==> src/rtl/boreal_adc_frame_seq_if.sv <==
// Output sample stream of the ADC frame sequencer.
//   s_valid : head entry valid (producer -> consumer)
//   s_ready : consumer accepts head when s_valid & s_ready
//   s_ch    : channel index of head
//   s_data  : signed sample of head
// master = sequencer side, slave = consumer side.
interface boreal_adc_frame_seq_if #(
  parameter int CH_W  = 3,
  parameter int OUT_W = 16
);
  logic             s_valid;
  logic             s_ready;
  logic [CH_W-1:0]  s_ch;
  logic [OUT_W-1:0] s_data;

  modport master (output s_valid, output s_ch, output s_data, input s_ready);
  modport slave  (input s_valid, input s_ch, input s_data, output s_ready);
endinterface

==> src/rtl/boreal_adc_frame_seq.sv <==
// ADS1299-family frame sequencer. On a synchronised DRDY falling edge it reads
// one SPI frame (status word + N_CH channel words, MSB first, mode 1) and
// pushes each channel word, truncated to OUT_W and tagged with its index,
// into a first-word-fall-through output FIFO.
// Ports:
//   clk, rst          system clock, async active-high reset
//   enable            allow new frames on DRDY
//   clr_flags         pulse: clear sticky overrun/overflow
//   drdy_n, miso      ADC data-ready (async) and serial data
//   sclk, cs_n        SPI clock (idle low) and chip select
//   s                 output sample stream (master modport)
//   status            status word of the last frame
//   frame_cnt         completed frames, wrapping
//   busy              frame in progress
//   overrun/overflow  sticky: DRDY while busy / sample dropped on full FIFO
//
// state | meaning
// IDLE  | waiting for DRDY event with enable=1
// SETUP | cs_n low, SCLK_DIV cycles before first sclk edge
// SHIFT | clocking out all frame bits
// HOLD  | cs_n high, SCLK_DIV cycles, then frame counted
module boreal_adc_frame_seq #(
  parameter int N_CH       = 8,
  parameter int SAMPLE_W   = 24,
  parameter int STATUS_W   = 24,
  parameter int OUT_W      = 16,
  parameter int SCLK_DIV   = 4,
  parameter int FIFO_DEPTH = 8
) (
  input  logic                     clk,
  input  logic                     rst,
  input  logic                     enable,
  input  logic                     clr_flags,
  input  logic                     drdy_n,
  input  logic                     miso,
  output logic                     sclk,
  output logic                     cs_n,
  boreal_adc_frame_seq_if.master   s,
  output logic [STATUS_W-1:0]      status,
  output logic [15:0]              frame_cnt,
  output logic                     busy,
  output logic                     overrun,
  output logic                     overflow
);
  localparam int CH_W       = (N_CH > 1) ? $clog2(N_CH) : 1;
  localparam int TOTAL_BITS = STATUS_W + N_CH * SAMPLE_W;
  localparam int BIT_W      = $clog2(TOTAL_BITS);
  localparam int DIV_W      = $clog2(SCLK_DIV);
  localparam int SH_W       = (STATUS_W > SAMPLE_W) ? STATUS_W : SAMPLE_W;
  localparam int WL_W       = $clog2(SH_W);
  localparam int AW         = $clog2(FIFO_DEPTH);

  localparam logic [DIV_W-1:0] DIV_LAST    = DIV_W'(SCLK_DIV - 1);
  localparam logic [BIT_W-1:0] BITS_LAST   = BIT_W'(TOTAL_BITS - 1);
  localparam logic [WL_W-1:0]  STATUS_LAST = WL_W'(STATUS_W - 1);
  localparam logic [WL_W-1:0]  SAMPLE_LAST = WL_W'(SAMPLE_W - 1);
  localparam logic [AW:0]      FIFO_FULL   = (AW+1)'(FIFO_DEPTH);

  typedef enum logic [1:0] {IDLE, SETUP, SHIFT, HOLD} state_t;
  state_t state_q, state_d;

  // DRDY synchroniser plus one delayed copy for edge detection
  logic drdy_s1, drdy_s2, drdy_s3, drdy_event;

  logic [DIV_W-1:0]  div_cnt;
  logic              low_half;
  logic [BIT_W-1:0]  bits_left;
  logic [WL_W-1:0]   word_left;
  logic              in_status;
  logic [SH_W-1:0]   shreg;
  logic              word_done, done_status;
  logic [CH_W-1:0]   ch_idx;
  logic              push_v;
  logic [CH_W-1:0]   push_ch;
  logic [OUT_W-1:0]  push_data;
  logic              phase_end, bit_fall, bit_end;

  logic [CH_W-1:0]   mem_ch   [FIFO_DEPTH];
  logic [OUT_W-1:0]  mem_data [FIFO_DEPTH];
  logic [AW-1:0]     wr_ptr, rd_ptr;
  logic [AW:0]       count;
  logic              full, pop, do_push, drop;

  always_ff @(posedge clk or posedge rst) begin
    if (rst) begin
      drdy_s1 <= 1'b1;
      drdy_s2 <= 1'b1;
      drdy_s3 <= 1'b1;
    end else begin
      drdy_s1 <= drdy_n;
      drdy_s2 <= drdy_s1;
      drdy_s3 <= drdy_s2;
    end
  end

  assign drdy_event = drdy_s3 & ~drdy_s2;

  assign phase_end = (div_cnt == '0);
  assign bit_fall  = (state_q == SHIFT) && phase_end && !low_half;
  assign bit_end   = (state_q == SHIFT) && phase_end && low_half;

  always_ff @(posedge clk or posedge rst) begin
    if (rst) state_q <= IDLE;
    else     state_q <= state_d;
  end

  always_comb begin
    state_d = state_q;
    case (state_q)
      IDLE:    if (drdy_event && enable)          state_d = SETUP;
      SETUP:   if (phase_end)                     state_d = SHIFT;
      SHIFT:   if (bit_end && bits_left == '0)    state_d = HOLD;
      HOLD:    if (phase_end)                     state_d = IDLE;
      default:                                    state_d = IDLE;
    endcase
  end

  assign sclk = (state_q == SHIFT) && !low_half;
  assign cs_n = !((state_q == SETUP) || (state_q == SHIFT));
  assign busy = (state_q != IDLE);

  // Timing: div_cnt times each phase; low_half selects the sclk-low half-bit.
  always_ff @(posedge clk or posedge rst) begin
    if (rst) begin
      div_cnt   <= DIV_LAST;
      low_half  <= 1'b0;
      bits_left <= BITS_LAST;
      frame_cnt <= 16'h0000;
    end else begin
      if (state_d != state_q || phase_end) div_cnt <= DIV_LAST;
      else                                 div_cnt <= div_cnt - DIV_W'(1);

      if (state_q != SHIFT)  low_half <= 1'b0;
      else if (phase_end)    low_half <= ~low_half;

      if (state_q == SETUP)                   bits_left <= BITS_LAST;
      else if (bit_end && bits_left != '0)    bits_left <= bits_left - BIT_W'(1);

      if (state_q == HOLD && phase_end) frame_cnt <= frame_cnt + 16'h0001;
    end
  end

  // Shift and word framing. A completed word is flagged on the sampling edge,
  // then captured into status or the push stage on the next cycle.
  always_ff @(posedge clk or posedge rst) begin
    if (rst) begin
      shreg       <= '0;
      word_left   <= STATUS_LAST;
      in_status   <= 1'b1;
      word_done   <= 1'b0;
      done_status <= 1'b0;
      ch_idx      <= '0;
      push_v      <= 1'b0;
      push_ch     <= '0;
      push_data   <= '0;
      status      <= '0;
    end else begin
      word_done <= 1'b0;
      push_v    <= 1'b0;
      if (state_q == SETUP) begin
        word_left <= STATUS_LAST;
        in_status <= 1'b1;
        ch_idx    <= '0;
      end else if (bit_fall) begin
        shreg <= {shreg[SH_W-2:0], miso};
        if (word_left == '0) begin
          word_left   <= SAMPLE_LAST;
          word_done   <= 1'b1;
          done_status <= in_status;
          in_status   <= 1'b0;
        end else begin
          word_left <= word_left - WL_W'(1);
        end
      end
      if (word_done) begin
        if (done_status) begin
          status <= shreg[STATUS_W-1:0];
        end else begin
          push_v    <= 1'b1;
          push_ch   <= ch_idx;
          push_data <= shreg[SAMPLE_W-1 -: OUT_W];
          ch_idx    <= ch_idx + CH_W'(1);
        end
      end
    end
  end

  assign full    = (count == FIFO_FULL);
  assign pop     = (count != '0) && s.s_ready;
  assign do_push = push_v && (!full || pop);
  assign drop    = push_v && full && !pop;

  always_ff @(posedge clk or posedge rst) begin
    if (rst) begin
      wr_ptr <= '0;
      rd_ptr <= '0;
      count  <= '0;
      for (int i = 0; i < FIFO_DEPTH; i++) begin
        mem_ch[i]   <= '0;
        mem_data[i] <= '0;
      end
    end else begin
      if (do_push) begin
        mem_ch[wr_ptr]   <= push_ch;
        mem_data[wr_ptr] <= push_data;
        wr_ptr           <= wr_ptr + AW'(1);
      end
      if (pop) rd_ptr <= rd_ptr + AW'(1);
      case ({do_push, pop})
        2'b10:   count <= count + (AW+1)'(1);
        2'b01:   count <= count - (AW+1)'(1);
        default: count <= count;
      endcase
    end
  end

  assign s.s_valid = (count != '0);
  assign s.s_ch    = mem_ch[rd_ptr];
  assign s.s_data  = mem_data[rd_ptr];

  // Sticky flags: a set in the same cycle as clr_flags wins.
  always_ff @(posedge clk or posedge rst) begin
    if (rst) begin
      overrun  <= 1'b0;
      overflow <= 1'b0;
    end else begin
      if (drdy_event && busy) overrun <= 1'b1;
      else if (clr_flags)     overrun <= 1'b0;
      if (drop)               overflow <= 1'b1;
      else if (clr_flags)     overflow <= 1'b0;
    end
  end
endmodule
==> src/flat_wrapper.sv <==
// flat-port wrapper written by rule: the top's interface ports become plain ports
module boreal_adc_frame_seq_flat 
#(
  parameter int N_CH       = 8,
  parameter int SAMPLE_W   = 24,
  parameter int STATUS_W   = 24,
  parameter int OUT_W      = 16,
  parameter int SCLK_DIV   = 4,
  parameter int FIFO_DEPTH = 8
)
  (clk, rst, enable, clr_flags, drdy_n, miso, sclk, cs_n, status, frame_cnt, busy, overrun, overflow, s_s_valid, s_s_ch, s_s_data, s_s_ready);
  boreal_adc_frame_seq_if #(.OUT_W(OUT_W)) s_i ();
  input  logic clk;
  input  logic rst;
  input  logic enable;
  input  logic clr_flags;
  input  logic drdy_n;
  input  logic miso;
  output logic sclk;
  output logic cs_n;
  output logic [STATUS_W-1:0] status;
  output logic [15:0] frame_cnt;
  output logic busy;
  output logic overrun;
  output logic overflow;
  output wire logic [$bits(s_i.s_valid)-1:0] s_s_valid;
  output wire logic [$bits(s_i.s_ch)-1:0] s_s_ch;
  output wire logic [$bits(s_i.s_data)-1:0] s_s_data;
  input wire logic [$bits(s_i.s_ready)-1:0] s_s_ready;
  assign s_s_valid = s_i.s_valid;
  assign s_s_ch = s_i.s_ch;
  assign s_s_data = s_i.s_data;
  assign s_i.s_ready = s_s_ready;
  boreal_adc_frame_seq #(.N_CH(N_CH), .SAMPLE_W(SAMPLE_W), .STATUS_W(STATUS_W), .OUT_W(OUT_W), .SCLK_DIV(SCLK_DIV), .FIFO_DEPTH(FIFO_DEPTH)) u_core (.clk(clk), .rst(rst), .enable(enable), .clr_flags(clr_flags), .drdy_n(drdy_n), .miso(miso), .sclk(sclk), .cs_n(cs_n), .s(s_i), .status(status), .frame_cnt(frame_cnt), .busy(busy), .overrun(overrun), .overflow(overflow));
endmodule
==> config.mk <==
export PLATFORM = sky130hd
export DESIGN_NAME = boreal_adc_frame_seq_flat
export DESIGN_NICKNAME = d
export VERILOG_FILES = /design/src/rtl/boreal_adc_frame_seq_if.sv /design/src/rtl/boreal_adc_frame_seq.sv /design/src/flat_wrapper.sv
export SDC_FILE = /design/constraint.sdc
export NUM_CORES = 1
export LEC_CHECK = 0
export ABC_AREA = 1
export CELL_PAD_IN_SITES_DETAIL_PLACEMENT = 1
export CELL_PAD_IN_SITES_GLOBAL_PLACEMENT = 2
export CORE_MARGIN = 2
export CORE_UTILIZATION = 38
export DETAILED_ROUTE_END_ITERATION = 16
export PLACE_DENSITY = 0.77
export SYNTH_ARGS = -nofsm -noshare
export SYNTH_HDL_FRONTEND = slang
export SYNTH_SLANG_ARGS = --single-unit
==> constraint.sdc <==
create_clock -name clk -period 10.8 [get_ports clk]
set_clock_uncertainty 0.1 [all_clocks]
set_input_delay 1.08 -clock clk [delete_from_list [all_inputs] [get_ports clk]]
set_output_delay 1.08 -clock clk [all_outputs]
set_load 0.02 [all_outputs]
==> flow_summary.yaml <==
sta:
  whs_ns: 0.256
  drv_slew: 0
  hold_viol: 0
  period_needed_ns: 4.41
  worst_slack_ns: 6.39
  max_freq_mhz: 227
  min_period_over_period_pct: 40.8
  worstMarginPinSlew_ns: 1.04
  fin_tns_setup_ns: 0
  setup_violations: 0
  grt_setup_unrepaired: "no"
  relSlewSlack_pct: 30.6
worst_hold_path:
  hp-class: "reg2reg"
place:
  io_buffer_count: 71
  post-place-ws_ns: 6.99
  place.gp.congestion: 0.716
  dp_hpwl_um: 18400
synthesis:
  ys_ff_latch: 275
  synth-edff-count: 0
  synth_seq_area_share_pct: 55.3
  synth_area_mm2: 0.0125
  netlist_instances: 1344
  ys_types: 42
  synth_ff_type: "dfrtp_1"
  syn_avg_cell_area_um2: 9.29
  yosys_warnings: 0
  syn_nets: 1368
  async_reset_ff_share_pct: 100
global_routing:
  grt_pass1_vias: 9700
  grt_usage_pct: 19.0
  gr-total-overflow: 0
  antenna_found_initial: 0
  grt_pass1_wl_um: 52400
  grt_max_degree: 145
final_layout:
  final_util_pct: 43.8
  fill_cells: 3723
  antenna_cells: 0
  nets: 1405
  most-common-layout-cells: "nand2_1 (265), dfrtp_1 (257), o21ai_0 (187), nor2_1 (143), inv_1 (96)"
  area_delta_synth_final_pct: 13.8
  final_common_cell: "nand2_1"
  drive_above_1_share_pct: 12.8
route:
  ant_nets: 0
  drtPass1Iterations: 4
  vias_per_cell: 4.96
  first_iter_violations: 548
  via_count: 9154
  drc: 0
  wl_per_cell_um: 16.8
  wl_um: 30900
worst_setup_path:
  critPathTopFamily: "buffers and inverters"
  path_cells: "inv_2 -> buf_4 -> nor2_1 -> o32ai_1 -> nand2_1 -> nand2_1 -> clkdlybuf4s50_1"
  critPathSlowestCell: "clkdlybuf4s50_1"
  worst-path-buf-inv: 3
  endpoint_kind: "output port"
  cp_data_arrival_time_ns: 3.23
  cp_max_fo: 49
  path_class: "reg2out"
  start_kind: "flip-flop"
  critPathRequiredTime_ns: 9.62
  crit_path_frequent_cell: "nand2_1"
  max_stage_delay_ns: 0.61
clock_network:
  clockBufferDepth: 3
  clk_latency_ns: 0.56
  post_cts_buffers: 0
  path_clk_slew_ns: 0.06
  cts_tree: "built"
  numCtsBuffers: 30
  ctsHoldBuffers: 0
  htree_levels: 1
  clock-sinks: 275
  cts_root_buf: "clkbuf_16"
  ctsResizeCount: 0
run_status:
  status: "finished, final reports clean"
floorplan:
  io_pins: 72
  coreArea_mm2: 0.0325
  dieArea_mm2: 0.0343
  initial_core_util_pct: 38.5
  rows: 66
  die_y_um: 185
  die_x_um: 185
pwr:
  power_leakage_nw: 6.24
  power.total_w: 0.00209
  power_density_mw_per_mm2: 147
  ir_worst_vdd_v: 0.0000929
flow_run:
  maxCapViolCount: 0
==> worst register-to-register path: stages (launching register included) <==
cell,delay [ns]
dfrtp_1,0.44
nor2_4,0.15
nand3_2,0.10
nand2_4,0.09
nand4_2,0.14
nand2_4,0.17
ha_1,0.26
ha_1,0.30
a21oi_1,0.12
o21ai_0,0.11
xor2_1,0.15
mux2_2,0.26
==> metrics by stage <==
| stage | std cells | area [µm²] |
|---|---|---|
| 4_1_cts | 1845 | 14200 |
| 6_report | 1845 | 14200 |
| 2_1_floorplan | 1344 | 12500 |
| 3_3_place_gp | 1791 | 13200 |
| 3_5_place_dp | 1791 | 13200 |
| 5_1_grt | 1845 | 14200 |
==> logic make-up (layout without fill, tap and decap cells) <==
kind of cell | Yosys count | in the layout | synth area share [%]
AOI/OAI and AO/OA | 329 | 329 | 14.9
xor gates and xnor gates | 21 | 21 | 1.47
adders and majority gates | 17 | 17 | 1.76
buffers and inverters | 175 | 234 | 7.94
DFF | 275 | 275 | 55.3
muxes | 2 | 2 | 0.180
and+or+nand+nor | 525 | 525 | 18.4
==> metal layers <==
metal	vias up	global-route usage, %	share of wire (%)
met5	-	0	0
met4	0	3.59	1.5
met3	33	3.13	3.9
met2	123	30.9	45
met1	4536	26.8	50
li1	4462	-	-
==> registers in the layout, summed over array words and instances (netlist names), 4 cells and up <==
register and flops:
u_core.bits_left 8, u_core.count 4, u_core.frame_cnt 16, u_core.mem_ch 24
u_core.mem_data 128, u_core.push_data 16, u_core.shreg 24, u_core.status 24
u_core.word_left 5
==> cells in the mapped netlist, types with 2 or more instances <==
library cell	number	area [µm²]
o21ai_1	72	360
dfrtp_1	259	6480
xnor2_1	8	70.1
o211ai_1	2	15.0
nand4_1	2	12.5
nand2_2	70	438
o32ai_1	38	333
nand2_1	265	995
clkinv_1	2	7.51
inv_1	97	364
nor2_1	144	541
buf_2	8	40.0
clkbuf_2	8	40.0
nand3_1	24	120
xor2_1	13	114
buf_1	4	15.0
buf_12	14	280
a21oi_1	9	45.0
mux2_2	2	22.5
o21ai_2	16	140
nor3_1	3	15.0
nand2_4	10	113
o21ai_0	187	936
nor3_2	2	20.0
buf_6	9	101
ha_1	16	200
dfstp_2	16	420
clkbuf_1	30	113
==> layout make-up <==
class                   count  area [µm²]  area share, %
clock buffers              44         853           6.01
clock inverters            10         136          0.960
inverters                 101         394           2.77
well taps                 442         553           3.89
repair buffers             79         771           5.43
flip-flops and latches    275        6900           48.6
multi-input cells         894        4590           32.3
==> where the power goes <==
group	internal (W)	switching [W]
registers	0.00103	0.00000101
logic	0.00000378	0.0000224
clock network	0.000616	0.000414
total	0.00165	0.000437
==> path summary, 6_finish.rpt <==
check	from	to	slack, ns	depth (start not counted)
worst max-delay path	u_core.rd_ptr[0]	s_s_data[10]	6.39	7
worst min-delay path	u_core.drdy_s1	u_core.drdy_s2	0.26	0
worst max register to register	u_core.count[0]	u_core.count[3]	8.29	11
worst min register to register	u_core.drdy_s1	u_core.drdy_s2	0.26	0
max in group asynchronous	rst	u_core.state_q[1]	8.01	3
min in group asynchronous	rst	u_core.state_q[0]	1.04	2
(Power assumes the default switching activity.)
==> RTL edit 1, RTL diff (config.mk and constraints unchanged) <==
Compare `count` against `FIFO_FULL` with >= in place of ==.
--- a/src/rtl/boreal_adc_frame_seq.sv
+++ b/src/rtl/boreal_adc_frame_seq.sv
@@ -185,7 +185,7 @@
     end
   end
 
-  assign full    = (count == FIFO_FULL);
+  assign full    = (count >= FIFO_FULL);
   assign pop     = (count != '0) && s.s_ready;
   assign do_push = push_v && (!full || pop);
   assign drop    = push_v && full && !pop;
Formal check against the unedited RTL: no difference found for any inputs over 10 cycles, from zero or initial values and one cycle with rst high; that may be too few to reach the edited logic, so the function may still have changed.
==> RTL edit 1 against the original RTL <==
Setup slack worse by 0.33 ns; power rose by 0.73%; area after synthesis fell by 2.6%; sequential cell count did not move; design area fell by 1.1%; wire length fell by 1.4%; sequential power is essentially flat; hold slack barely moved; first-iteration DRC count shrank 14%; critical path type unchanged.
==> RTL edit 1: results (changes against the original RTL) <==
stage,metric,value,unit,change
status,status,completed,,unchanged
clock_network,clk slew on worst S/H paths,0.06,ns,about the same
logic_synthesis,syn nets,1372,,was 1368
placed_design,# port buffers,71,,unchanged
global_route,GRT Total Usage,19.0,%,about the same
finish,Antenna Diode Count,0,,unchanged
logic_synthesis,Commonest cells post-synth,"nand2_1, dfrtp_1, o21ai_0",,unchanged
finish,share of layout cells above drive strength 1,8.19,%,was 12.8%
finish,fillers,3671,,was 3723
global_route,vias in the first global route,9843,,was 9700
clock_network,Root Driver,clkbuf_16,,unchanged
critical_path,CP Max Fanout,78,,was 49
global_route,global-route wire length before repair,51900,um,was 52400 um
placed_design,dpl hpwl,17800,um,was 18400 um
critical_path,crit path DAT,3.56,ns,was 3.23 ns
sta,Worst Tran Pin Value,1.04,ns,about the same
global_route,pin count of the biggest net entering global routing,167,,was 145
logic_synthesis,Cell variety after synth,40,,was 42
logic_synthesis,share of flip-flops with an asynchronous set or reset,100,%,unchanged
drt,wire length per cell,16.8,um,about the same
critical_path,CP max stage delay,0.61,ns,about the same
logic_synthesis,Syn. warnings,0,,unchanged
clock_network,H-tree levels,1,,unchanged
placed_design,placed insts,1760,,was 1791
logic_synthesis,sequential-to-total area share from yosys stat,56.8,%,was 55.3%
placed_design,gpl congestion,0.714,,was 0.716
placed_design,Placement Setup Slack,6.61,ns,was 6.99 ns
finish,Reg with most FFs,u_core.mem_data,,unchanged
drt,Detailed Route WL,30500,um,was 30900 um
drt,via count,9148,,was 9154
worst_hold_path,Worst Hold Class,register to register,,unchanged
drt,first drt pass iteration count,5,,was 4
drt,Initial DRC Count,471,,was 548
power,P_leak,6.20,nW,was 6.24 nW
power,Peak supply drop,0.107,mV,was 0.0929 mV
clock_network,clk_lat worst skew,0.56,ns,about the same
logic_synthesis,Cells after Synth,1348,,was 1344
finish,Largest register FFs,128,,unchanged
clock_network,cts repair resizes,0,,unchanged
logic_synthesis,"top cells by area, synth","dfrtp_1, nand2_1, o21ai_0",,unchanged
critical_path,slowest library cell on the worst path,buf_4,,was clkdlybuf4s50_1
clock_network,clock buffer depth,3,,unchanged
finish,Nets,1415,,was 1405
global_route,antenna violations before repair,0,,unchanged
critical_path,Top delay family on crit path,buffers and inverters,,unchanged
critical_path,CP endpoint kind,primary output,,unchanged
clock_network,CTS Buf Count,31,,was 30
clock_network,Post-CTS Setup Inserts,0,,unchanged
==> RTL edit 1: stage by stage <==
step | cell area (um^2) | hold slack [ns] | utilization, %
2_1_floorplan | 12200 | 0.245 | -
3_3_place_gp | 13000 | 0.246 | 41.3
3_5_place_dp | 13000 | 0.251 | 41.3
4_1_cts | 14000 | 0.259 | 44.5
5_1_grt | 14000 | 0.261 | 44.5
6_report | 14000 | 0.257 | 44.5
==> RTL edit 1: worst paths after layout <==
kind	startpoint	to	slack, ns	cells after the start
setup reg to reg	u_core.count[3]	u_core.count[3]	8.34	11
min in group asynchronous	rst	u_core.overrun	0.96	2
max in group asynchronous	rst	u_core.mem_data[22]	8.25	3
hold / removal	u_core.drdy_s1	u_core.drdy_s2	0.26	0
setup / recovery	u_core.rd_ptr[0]	s_s_data[9]	6.06	8
hold reg to reg	u_core.drdy_s1	u_core.drdy_s2	0.26	0
==> RTL edit 1: cell families after synthesis <==
| family | after synthesis | share of synthesized area [%] |
|---|---|---|
| AOI/OAI and AO/OA | 327 | 15.3 |
| xor gates and xnor gates | 19 | 1.37 |
| adders and majority gates | 17 | 1.81 |
| buffers and inverters | 177 | 7.01 |
| DFF | 275 | 56.8 |
| muxes | 1 | 0.0926 |
| and+or+nand+nor | 532 | 17.6 |
==> RTL edit 1: cell type report <==
| cell class | instances | area share (%) |
|---|---|---|
| sequential | 275 | 49.1 |
| multi-input combinational | 896 | 31.4 |
| timing repair buffer | 86 | 5.95 |
| tap | 402 | 3.58 |
| clock buffer | 49 | 6.50 |
| inverter | 101 | 2.75 |
| clock inverter | 9 | 0.704 |
==> RTL edit 1: layer usage <==
metal	track usage, %	wire (um)
met1	26.9	15100
met2	30.7	13700
met3	3.47	1280
met4	3.78	427
met5	0	0
==> RTL edit 1: worst reg2reg max path, cell delays in order (launching register included) <==
cell	delay (ns)
dfrtp_1	0.43
nor2_1	0.14
nand3_2	0.13
nand2_4	0.11
nand2_1	0.07
nand2_2	0.14
ha_1	0.26
ha_1	0.30
a21oi_1	0.14
o21ai_0	0.11
xor2_1	0.15
mux2_2	0.27
==> RTL edit 1: report_power, final <==
group          switching (mW)  internal, mW  total, mW
Combinational          0.0226       0.00429     0.0269
Clock                   0.420         0.624       1.04
Sequential            0.00109          1.03       1.03
Total                   0.444          1.66       2.11
==> RTL edit 2, RTL diff (config.mk and constraints unchanged) <==
Made on the original files. `FIFO_DEPTH` is set to 8 in 2 places; all go to 4.
--- a/src/rtl/boreal_adc_frame_seq.sv
+++ b/src/rtl/boreal_adc_frame_seq.sv
@@ -25,7 +25,7 @@
   parameter int STATUS_W   = 24,
   parameter int OUT_W      = 16,
   parameter int SCLK_DIV   = 4,
-  parameter int FIFO_DEPTH = 8
+  parameter int FIFO_DEPTH = 4
 ) (
   input  logic                     clk,
   input  logic                     rst,
--- a/src/flat_wrapper.sv
+++ b/src/flat_wrapper.sv
@@ -6,7 +6,7 @@
   parameter int STATUS_W   = 24,
   parameter int OUT_W      = 16,
   parameter int SCLK_DIV   = 4,
-  parameter int FIFO_DEPTH = 8
+  parameter int FIFO_DEPTH = 4
 )
   (clk, rst, enable, clr_flags, drdy_n, miso, sclk, cs_n, status, frame_cnt, busy, overrun, overflow, s_s_valid, s_s_ch, s_s_data, s_s_ready);
   boreal_adc_frame_seq_if #(.OUT_W(OUT_W)) s_i ();
Behaviour: no difference found for any inputs over 10 cycles, from zero or initial values and one cycle with rst high; that may be too few to reach the edited logic, so the function may still have changed.
==> RTL edit 2 against the original RTL <==
Sequential share of layout area is 0.33 points lower; die area decreased by 30%; critical path type unchanged; sequential cell count is 79 lower; setup slack better by 0.24 ns; area after synthesis fell by 30%; critical path depth decreased by 2; critical endpoint is now s_s_data[6]; design area shrank 28%; wire length fell by 39%; largest power group unchanged; power fell by 15%.
==> RTL edit 2: results (changes against the original RTL) <==
stage,metric,value,unit,change
sta,min Tclk post-route,4.17,ns,was 4.41 ns
logic_synthesis,"top cells by area, synth","dfrtp_1, o21ai_0, mux2_4",,"was dfrtp_1, nand2_1, o21ai_0"
finish,Nets,915,,was 1405
global_route,pin count of the biggest net entering global routing,130,,was 145
clock_network,H-tree levels,4,,was 1
clock_network,CTS Buf Count,17,,was 30
critical_path,reg2reg path depth,7,,was 11
critical_path,R2R Setup Slk,8.44,ns,was 8.29 ns
drt,via count,5825,,was 9154
placed_design,"Cell Area, Placed",9640,um^2,was 13200 um^2
finish,fillers,2521,,was 3723
global_route,global-route wire length before repair,32700,um,was 52400 um
placed_design,placed insts,1157,,was 1791
power,P_leak,4.82,nW,was 6.24 nW
logic_synthesis,Cells after Synth,828,,was 1344
critical_path,crit path DAT,2.99,ns,was 3.23 ns
global_route,GRT Total Usage,17.2,%,was 19.0%
power,Peak supply drop,0.0958,mV,was 0.0929 mV
logic_synthesis,Cell variety after synth,43,,was 42
drt,Detailed Route WL,19000,um,was 30900 um
drt,Initial DRC Count,258,,was 548
critical_path,CP Launch Point,u_core.rd_ptr[1],,was u_core.rd_ptr[0]
placed_design,dpl hpwl,12300,um,was 18400 um
logic_synthesis,sequential-to-total area share from yosys stat,56.6,%,was 55.3%
sta,worst hold slack,0.260,ns,was 0.256 ns
status,status,completed,,unchanged
critical_path,CP max stage delay,0.72,ns,was 0.61 ns
global_route,vias in the first global route,6156,,was 9700
critical_path,worst r2r src,u_core.state_q[1],,was u_core.count[0]
sta,worst relative slew slack,38.9,%,was 30.6%
placed_design,gpl congestion,0.725,,was 0.716
clock_network,clock buffer depth,2,,was 3
logic_synthesis,Commonest cells post-synth,"dfrtp_1, nand2_1, o21ai_0",,"was nand2_1, dfrtp_1, o21ai_0"
## RTL edit 2: layout make-up
cell class	count	area (um^2)	share of cell area [%]
clock buffer	17	425	4.17
sequential	196	4920	48.3
clock inverter	15	141	1.39
tap	285	357	3.49
inverter	90	347	3.40
multi-input combinational	511	3270	32.0
timing repair buffer	75	741	7.26
## RTL edit 2: power by group
part / internal [mW] / total (mW) / switching [mW]
registers: 0.746 / 0.762 / 0.0155
logic: 0.153 / 0.393 / 0.240
clock network: 0.323 / 0.622 / 0.299
## RTL edit 2: layer usage
layer	vias up	track usage [%]	part of all wire [%]
met5	-	0	0
met4	0	5.85	1.4
met3	19	4.35	3.7
met2	79	26.9	46
met1	2886	23.4	48
li1	2841	-	-
## RTL edit 2: logic make-up (layout without fill, tap and decap cells)
logic type	count (synthesis)	in the layout	share of synthesized area (%)
compound gates	167	167	9.91
xor+xnor	15	15	1.51
fa+ha+maj	17	17	2.53
buf+inv	121	197	5.85
flops	196	196	56.6
mux	69	69	10.5
simple gates	243	243	13.1
